$ cat config.mk
export PLATFORM = sky130hd
export DESIGN_NAME = gray_step_monitor
export DESIGN_NICKNAME = d
export VERILOG_FILES = /design/src/rtl/gray_step_pkg.sv /design/src/rtl/gray_step_monitor_gray_decoder.sv /design/src/rtl/gray_step_monitor.sv
export SDC_FILE = /design/constraint.sdc
export NUM_CORES = 1
export LEC_CHECK = 0
export ABC_CLOCK_PERIOD_IN_PS = 6000
export BUFFER_PORTS_ARGS = -buffer_cell sky130_fd_sc_hd__buf_2
export CAP_MARGIN = 20
export CELL_PAD_IN_SITES_DETAIL_PLACEMENT = 0
export CELL_PAD_IN_SITES_GLOBAL_PLACEMENT = 1
export CORE_MARGIN = 4
export CORE_UTILIZATION = 45
export DETAILED_ROUTE_END_ITERATION = 8
export PLACE_DENSITY = 0.94
export SLEW_MARGIN = 20
export SYNTH_ARGS = -nofsm -noshare
export SYNTH_HDL_FRONTEND = slang
export SYNTH_SLANG_ARGS = --single-unit
$ cat constraint.sdc
create_clock -name clk -period 6 [get_ports clk]
set_input_delay 0 -clock clk [delete_from_list [all_inputs] [get_ports clk]]
set_output_delay 0 -clock clk [all_outputs]
set_load 0.1 [all_outputs]
$ cat src/rtl/gray_step_pkg.sv
// Shared definitions for the Gray step monitor: default sizes, FSM state
// encoding and a width-independent Gray-to-binary helper.
package gray_step_pkg;

    localparam int DEF_WIDTH       = 4;
    localparam int DEF_SYNC_STAGES = 2;
    localparam int DEF_ERR_CNT_W   = 8;

    localparam logic [1:0] FILL_ENC  = 2'd0;
    localparam logic [1:0] ARM_ENC   = 2'd1;
    localparam logic [1:0] TRACK_ENC = 2'd2;

    typedef enum logic [1:0] {
        ST_FILL  = FILL_ENC,
        ST_ARM   = ARM_ENC,
        ST_TRACK = TRACK_ENC
    } state_e;

    // Each binary bit is the XOR of all Gray bits at or above it. Unused
    // upper bits must be zero, which lets one function serve any width.
    function automatic logic [31:0] gray_to_bin(input logic [31:0] g);
        logic [31:0] b;
        b = g;
        for (int k = 1; k < 32; k++) begin
            b = b ^ (g >> k);
        end
        return b;
    endfunction

endpackage

$ cat src/rtl/gray_step_monitor_gray_decoder.sv
// Combinational Gray-to-binary decoder; exact inverse of bin ^ (bin >> 1).
module gray_decoder #(
    parameter int WIDTH = 4
) (
    input  logic [WIDTH-1:0] gray_i,
    output logic [WIDTH-1:0] bin_o
);

    // Reduce over the slice above each bit so no output bit feeds another.
    generate
        for (genvar gi = 0; gi < WIDTH; gi++) begin : g_bit
            assign bin_o[gi] = ^gray_i[WIDTH-1:gi];
        end
    endgenerate

endmodule

$ cat src/rtl/gray_step_monitor.sv
// Gray step monitor: synchronises an asynchronous Gray bus, decodes it and
// classifies each change as a legal +1/-1 step or an illegal jump.
// Optional feature macro: GRAY_STEP_WRAP_FLAG_EN adds a 'wrap' pulse output
// on legal all-ones <-> zero transitions.
module gray_step_monitor
    import gray_step_pkg::*;
#(
    parameter int WIDTH       = DEF_WIDTH,
    parameter int SYNC_STAGES = DEF_SYNC_STAGES,
    parameter int ERR_CNT_W   = DEF_ERR_CNT_W
) (
    input  logic                 clk,
    input  logic                 rst,
    input  logic [WIDTH-1:0]     gray_in,
    output logic [WIDTH-1:0]     bin_out,
    output logic                 bin_valid,
    output logic                 dir_up,
    output logic                 step_err,
    output logic [ERR_CNT_W-1:0] err_count,
`ifdef GRAY_STEP_WRAP_FLAG_EN
    output logic                 wrap,
`endif
    output logic                 ready
);

    localparam int FILL_W = $clog2(SYNC_STAGES) + 1;
    localparam logic [FILL_W-1:0] FILL_LAST = FILL_W'(SYNC_STAGES - 1);
    localparam logic [WIDTH-1:0]  STEP_ONE  = WIDTH'(1);

    logic [SYNC_STAGES-1:0][WIDTH-1:0] sync_q;
    logic [WIDTH-1:0]     g_s;
    logic [WIDTH-1:0]     b_dec;
    logic [WIDTH-1:0]     delta;

    state_e               state_q,  state_d;
    logic [FILL_W-1:0]    fill_q,   fill_d;
    logic [WIDTH-1:0]     prev_q,   prev_d;
    logic [WIDTH-1:0]     bin_q,    bin_d;
    logic                 valid_q,  valid_d;
    logic                 dir_q,    dir_d;
    logic                 err_q,    err_d;
    logic [ERR_CNT_W-1:0] cnt_q,    cnt_d;
    logic                 ready_q,  ready_d;
    logic                 wrap_q,   wrap_d;

    // Input synchroniser: shift gray_in through SYNC_STAGES flops.
    always_ff @(posedge clk) begin
        if (rst) begin
            sync_q <= '0;
        end else if (SYNC_STAGES > 1) begin
            sync_q <= {sync_q[SYNC_STAGES-2:0], gray_in};
        end else begin
            sync_q <= gray_in;
        end
    end

    assign g_s = sync_q[SYNC_STAGES-1];

    gray_decoder #(.WIDTH(WIDTH)) u_dec (
        .gray_i (g_s),
        .bin_o  (b_dec)
    );

    // Next-state and output decisions: fill, arm baseline, then classify steps.
    always_comb begin
        state_d = state_q;
        fill_d  = fill_q;
        prev_d  = prev_q;
        bin_d   = bin_q;
        valid_d = 1'b0;
        dir_d   = dir_q;
        err_d   = 1'b0;
        cnt_d   = cnt_q;
        ready_d = ready_q;
        wrap_d  = 1'b0;
        delta   = b_dec - prev_q;
        case (state_q)
            ST_FILL: begin
                if (fill_q == FILL_LAST) begin
                    fill_d  = '0;
                    state_d = ST_ARM;
                end else begin
                    fill_d = fill_q + FILL_W'(1);
                end
            end
            ST_ARM: begin
                prev_d  = b_dec;
                bin_d   = b_dec;
                ready_d = 1'b1;
                state_d = ST_TRACK;
            end
            ST_TRACK: begin
                if (delta != '0) begin
                    // Every change resyncs the baseline, legal or not.
                    prev_d = b_dec;
                    bin_d  = b_dec;
                    if (delta == STEP_ONE) begin
                        valid_d = 1'b1;
                        dir_d   = 1'b1;
                        wrap_d  = (b_dec == '0);
                    end else if (delta == '1) begin
                        valid_d = 1'b1;
                        dir_d   = 1'b0;
                        wrap_d  = (b_dec == '1);
                    end else begin
                        err_d = 1'b1;
                        if (cnt_q != '1) begin
                            cnt_d = cnt_q + ERR_CNT_W'(1);
                        end
                    end
                end
            end
            default: begin
                state_d = ST_FILL;
                fill_d  = '0;
            end
        endcase
    end

    // State and registered outputs; reset discards the baseline entirely.
    always_ff @(posedge clk) begin
        if (rst) begin
            state_q <= ST_FILL;
            fill_q  <= '0;
            prev_q  <= '0;
            bin_q   <= '0;
            valid_q <= 1'b0;
            dir_q   <= 1'b0;
            err_q   <= 1'b0;
            cnt_q   <= '0;
            ready_q <= 1'b0;
            wrap_q  <= 1'b0;
        end else begin
            state_q <= state_d;
            fill_q  <= fill_d;
            prev_q  <= prev_d;
            bin_q   <= bin_d;
            valid_q <= valid_d;
            dir_q   <= dir_d;
            err_q   <= err_d;
            cnt_q   <= cnt_d;
            ready_q <= ready_d;
            wrap_q  <= wrap_d;
        end
    end

    assign bin_out   = bin_q;
    assign bin_valid = valid_q;
    assign dir_up    = dir_q;
    assign step_err  = err_q;
    assign err_count = cnt_q;
    assign ready     = ready_q;

`ifdef GRAY_STEP_WRAP_FLAG_EN
    assign wrap = wrap_q;
`else
    logic unused_wrap;
    assign unused_wrap = wrap_q;
`endif

endmodule
==> flow_metrics.tcl <==
set metrics [dict create \
    status "completed" \
    cpPeakStageDelay_ns 0.76 \
    netlist_instances 148 \
    hold_viol 0 \
    initial_utilization_pct 48.1 \
    postRouteAntennaNets 0 \
    post_cts_buffers 0 \
    ctsResizeCount 0 \
    drt-initial-drc-count 41 \
    grtUsageTotal_pct 14.7 \
    yosysMostFrequentCell "dfxtp_1" \
    place.port_buffers 21 \
    arrival_ns 3.98 \
    clk_path_buf_depth 2 \
    cp.required_ns 6.25 \
    critPathSlowestCell "o31ai_2" \
    post_drt_wl_per_cell_um 13.3 \
    async_reset_ff_share_pct 0 \
    finalWorstSetupSlack_ns 2.27 \
    fin_setup_tns_ns 0 \
    synth.avg_cell_area_um2 9.19 \
    slew_viol_final 0 \
    synth_largest_area_cell "dfxtp_1" \
    worstSetupPathType "flip-flop to flip-flop" \
    synth_edf_count 0 \
    die_h_um 63.0 \
    die_area_mm2 0.00397 \
    overflow 0 \
    tightest_slew_ns 0.921 \
    clock-sinks 28 \
    intPower_uw 319 \
    finClkSkew_ns 0.00685 \
    slew_headroom_pct 38.2 \
    finalHoldWorstSlack_ns 0.0793 \
    total_power_uw 555 \
    routed_wirelength_um 2700 \
    critPathLaunchType "flip-flop" \
    root_buffer "clkbuf_4" \
    worstPathCellList "xor2_2 -> xnor2_1 -> xor2_1 -> ha_1 -> fa_1 -> xor2_1 -> xnor2_1 -> nand2_1 -> o31ai_2 -> nor3b_2 -> mux2_2" \
    cap_violations 0 \
    numCtsBuffers 3 \
    die_w_um 63.0 \
    min_period_ns 3.73 \
    yosys-top-cells-area "dfxtp_1, ha_1, nor2b_1" \
    fp-row-count 19 \
    p_leak_uw 0.000660 \
    p_sw_share_pct 42.6 \
    hold_class "input port to flip-flop" \
    rsz0062_at_grt "no" \
    critPathCaptureType "flip-flop" \
    drive_above_1_share_pct 19.2 \
    dpl.hpwl_um 1940 \
    vias 1127 \
    drt-pass1-iter-count 4 \
    p_per_area_mw_per_mm2 357 \
    p_comb_share_pct 42.8 \
    routabilityCongestion 0.800 \
    setup_viol 0 \
    antenna_found_initial 0 \
    synthDistinctLibCells 40 \
    place_ws_ns 2.33 \
    synth_flop_cell "dfxtp_1" \
    ys_seq_area_share_pct 41.2 \
    ys_top_cells_by_count "dfxtp_1, nor2_1, nand2_1, nor2b_1, a21oi_1" \
    syn_area_mm2 0.00136 \
    drcViolationCount 0 \
    grt_pass1_vias 1088 \
    finalNetCount 186 \
    grt_pass1_wl_um 4680 \
    grt_max_degree 27 \
    core_mm2 0.00283 \
    antenna_cells 0 \
    cp_top_family "XOR/XNOR gates" \
    synthesis.nets 161 \
    areaGrowthSynthToFinish_pct 14.2 \
    cp_num_buf_inv 0 \
    pin_count 22 \
    synth.top_cell.area_share_pct 41.2 \
    clkTransAtPathRegs_ns 0.15 \
    ir_worst_vdd_uv 161 \
    yosys_warnings 0 \
    via_per_inst 5.55 \
    cp_max_fo 14 \
    fin_crit_sh_pct 62.2 \
    utilization_pct 54.9 \
    clk_latency_ns 0.34 \
    fmax_mhz 268 \
    synth-seq-cells 28 \
    power.share.clock_pct 17.0 \
    seq_power_share_pct 40.2 \
    h-tree-depth 1 \
    power_switching_uw 236 \
    tritoncts "built" \
]
## final timing paths
check            start           end  slack, ns  cells past startpoint
max reg2reg     g_s[3]  err_count[0]       2.27                     11
min reg2reg  sync_q[0]        g_s[0]       0.45                      1
max             g_s[3]  err_count[0]       2.27                     11
min                rst     sync_q[3]       0.08                      2
## layer usage
| metal | GRT usage, % | part of all wire (%) | up-vias |
|---|---|---|---|
| met3 | 3.06 | 4.5 | 9 |
| met5 | 0 | 0 | - |
| li1 | - | - | 565 |
| met2 | 26.1 | 50 | 36 |
| met1 | 16.4 | 43 | 517 |
| met4 | 7.71 | 2.7 | 0 |
## through the flow
step	area (um^2)	std cells
after global routing	1550	203
after floorplan	1360	148
after CTS	1550	203
after global placement	1480	195
final	1550	203
after detailed placement	1480	195
## cell families after synthesis
group	count (synthesis)	synth area share, %
mux	6	4.69
compound gates	25	13.6
fa+ha+maj	7	6.99
buf+inv	13	4.23
xor+xnor	6	4.42
simple gates	63	24.8
flops	28	41.2
## final cells by class
cell class / instances / area (um^2)
multi-input combinational: 107 / 742
fill: 259 / 1280
clock buffer: 4 / 36.3
timing repair buffer: 25 / 145
tap: 31 / 38.8
sequential: 28 / 561
inverter: 8 / 30.0
## placed cells by master (no fill, tap or decap), drive strengths merged, types with 6 or more instances in the layout
| cell type | n |
|---|---|
| ha | 6 |
| o31ai | 6 |
| dfxtp | 28 |
| nand2 | 12 |
| nor2b | 11 |
| a21oi | 8 |
| buf | 21 |
| nor3 | 6 |
| nor2 | 14 |
| inv | 7 |
## power groups by stage
| stage | Combinational, uW | Sequential (uW) | Clock [uW] |
|---|---|---|---|
| 3_5_place_dp | 234 | 228 | 0 |
| 4_1_cts | 238 | 223 | 96.9 |
| 3_3_place_gp | 228 | 225 | 0 |
| 5_1_grt | 259 | 226 | 105 |
| 6_report | 237 | 223 | 94.6 |
| 2_1_floorplan | 135 | 289 | 0 |
## registers in the layout (all words and copies together) (netlist names)
| register | flops |
|---|---|
| ready | 1 |
| dir_up | 1 |
| err_count | 8 |
| step_err | 1 |
| fill_q | 2 |
| state_q | 2 |
| g_s | 4 |
| bin_out | 4 |
| sync_q | 4 |
| bin_valid | 1 |
## timing repair
action | in CTS | in global routing
hold endpoints to repair | 4 | 0
endpoints found under the setup margin | 0 | 0
hold buffers | 4 | 0
(Power assumes the default switching activity.)
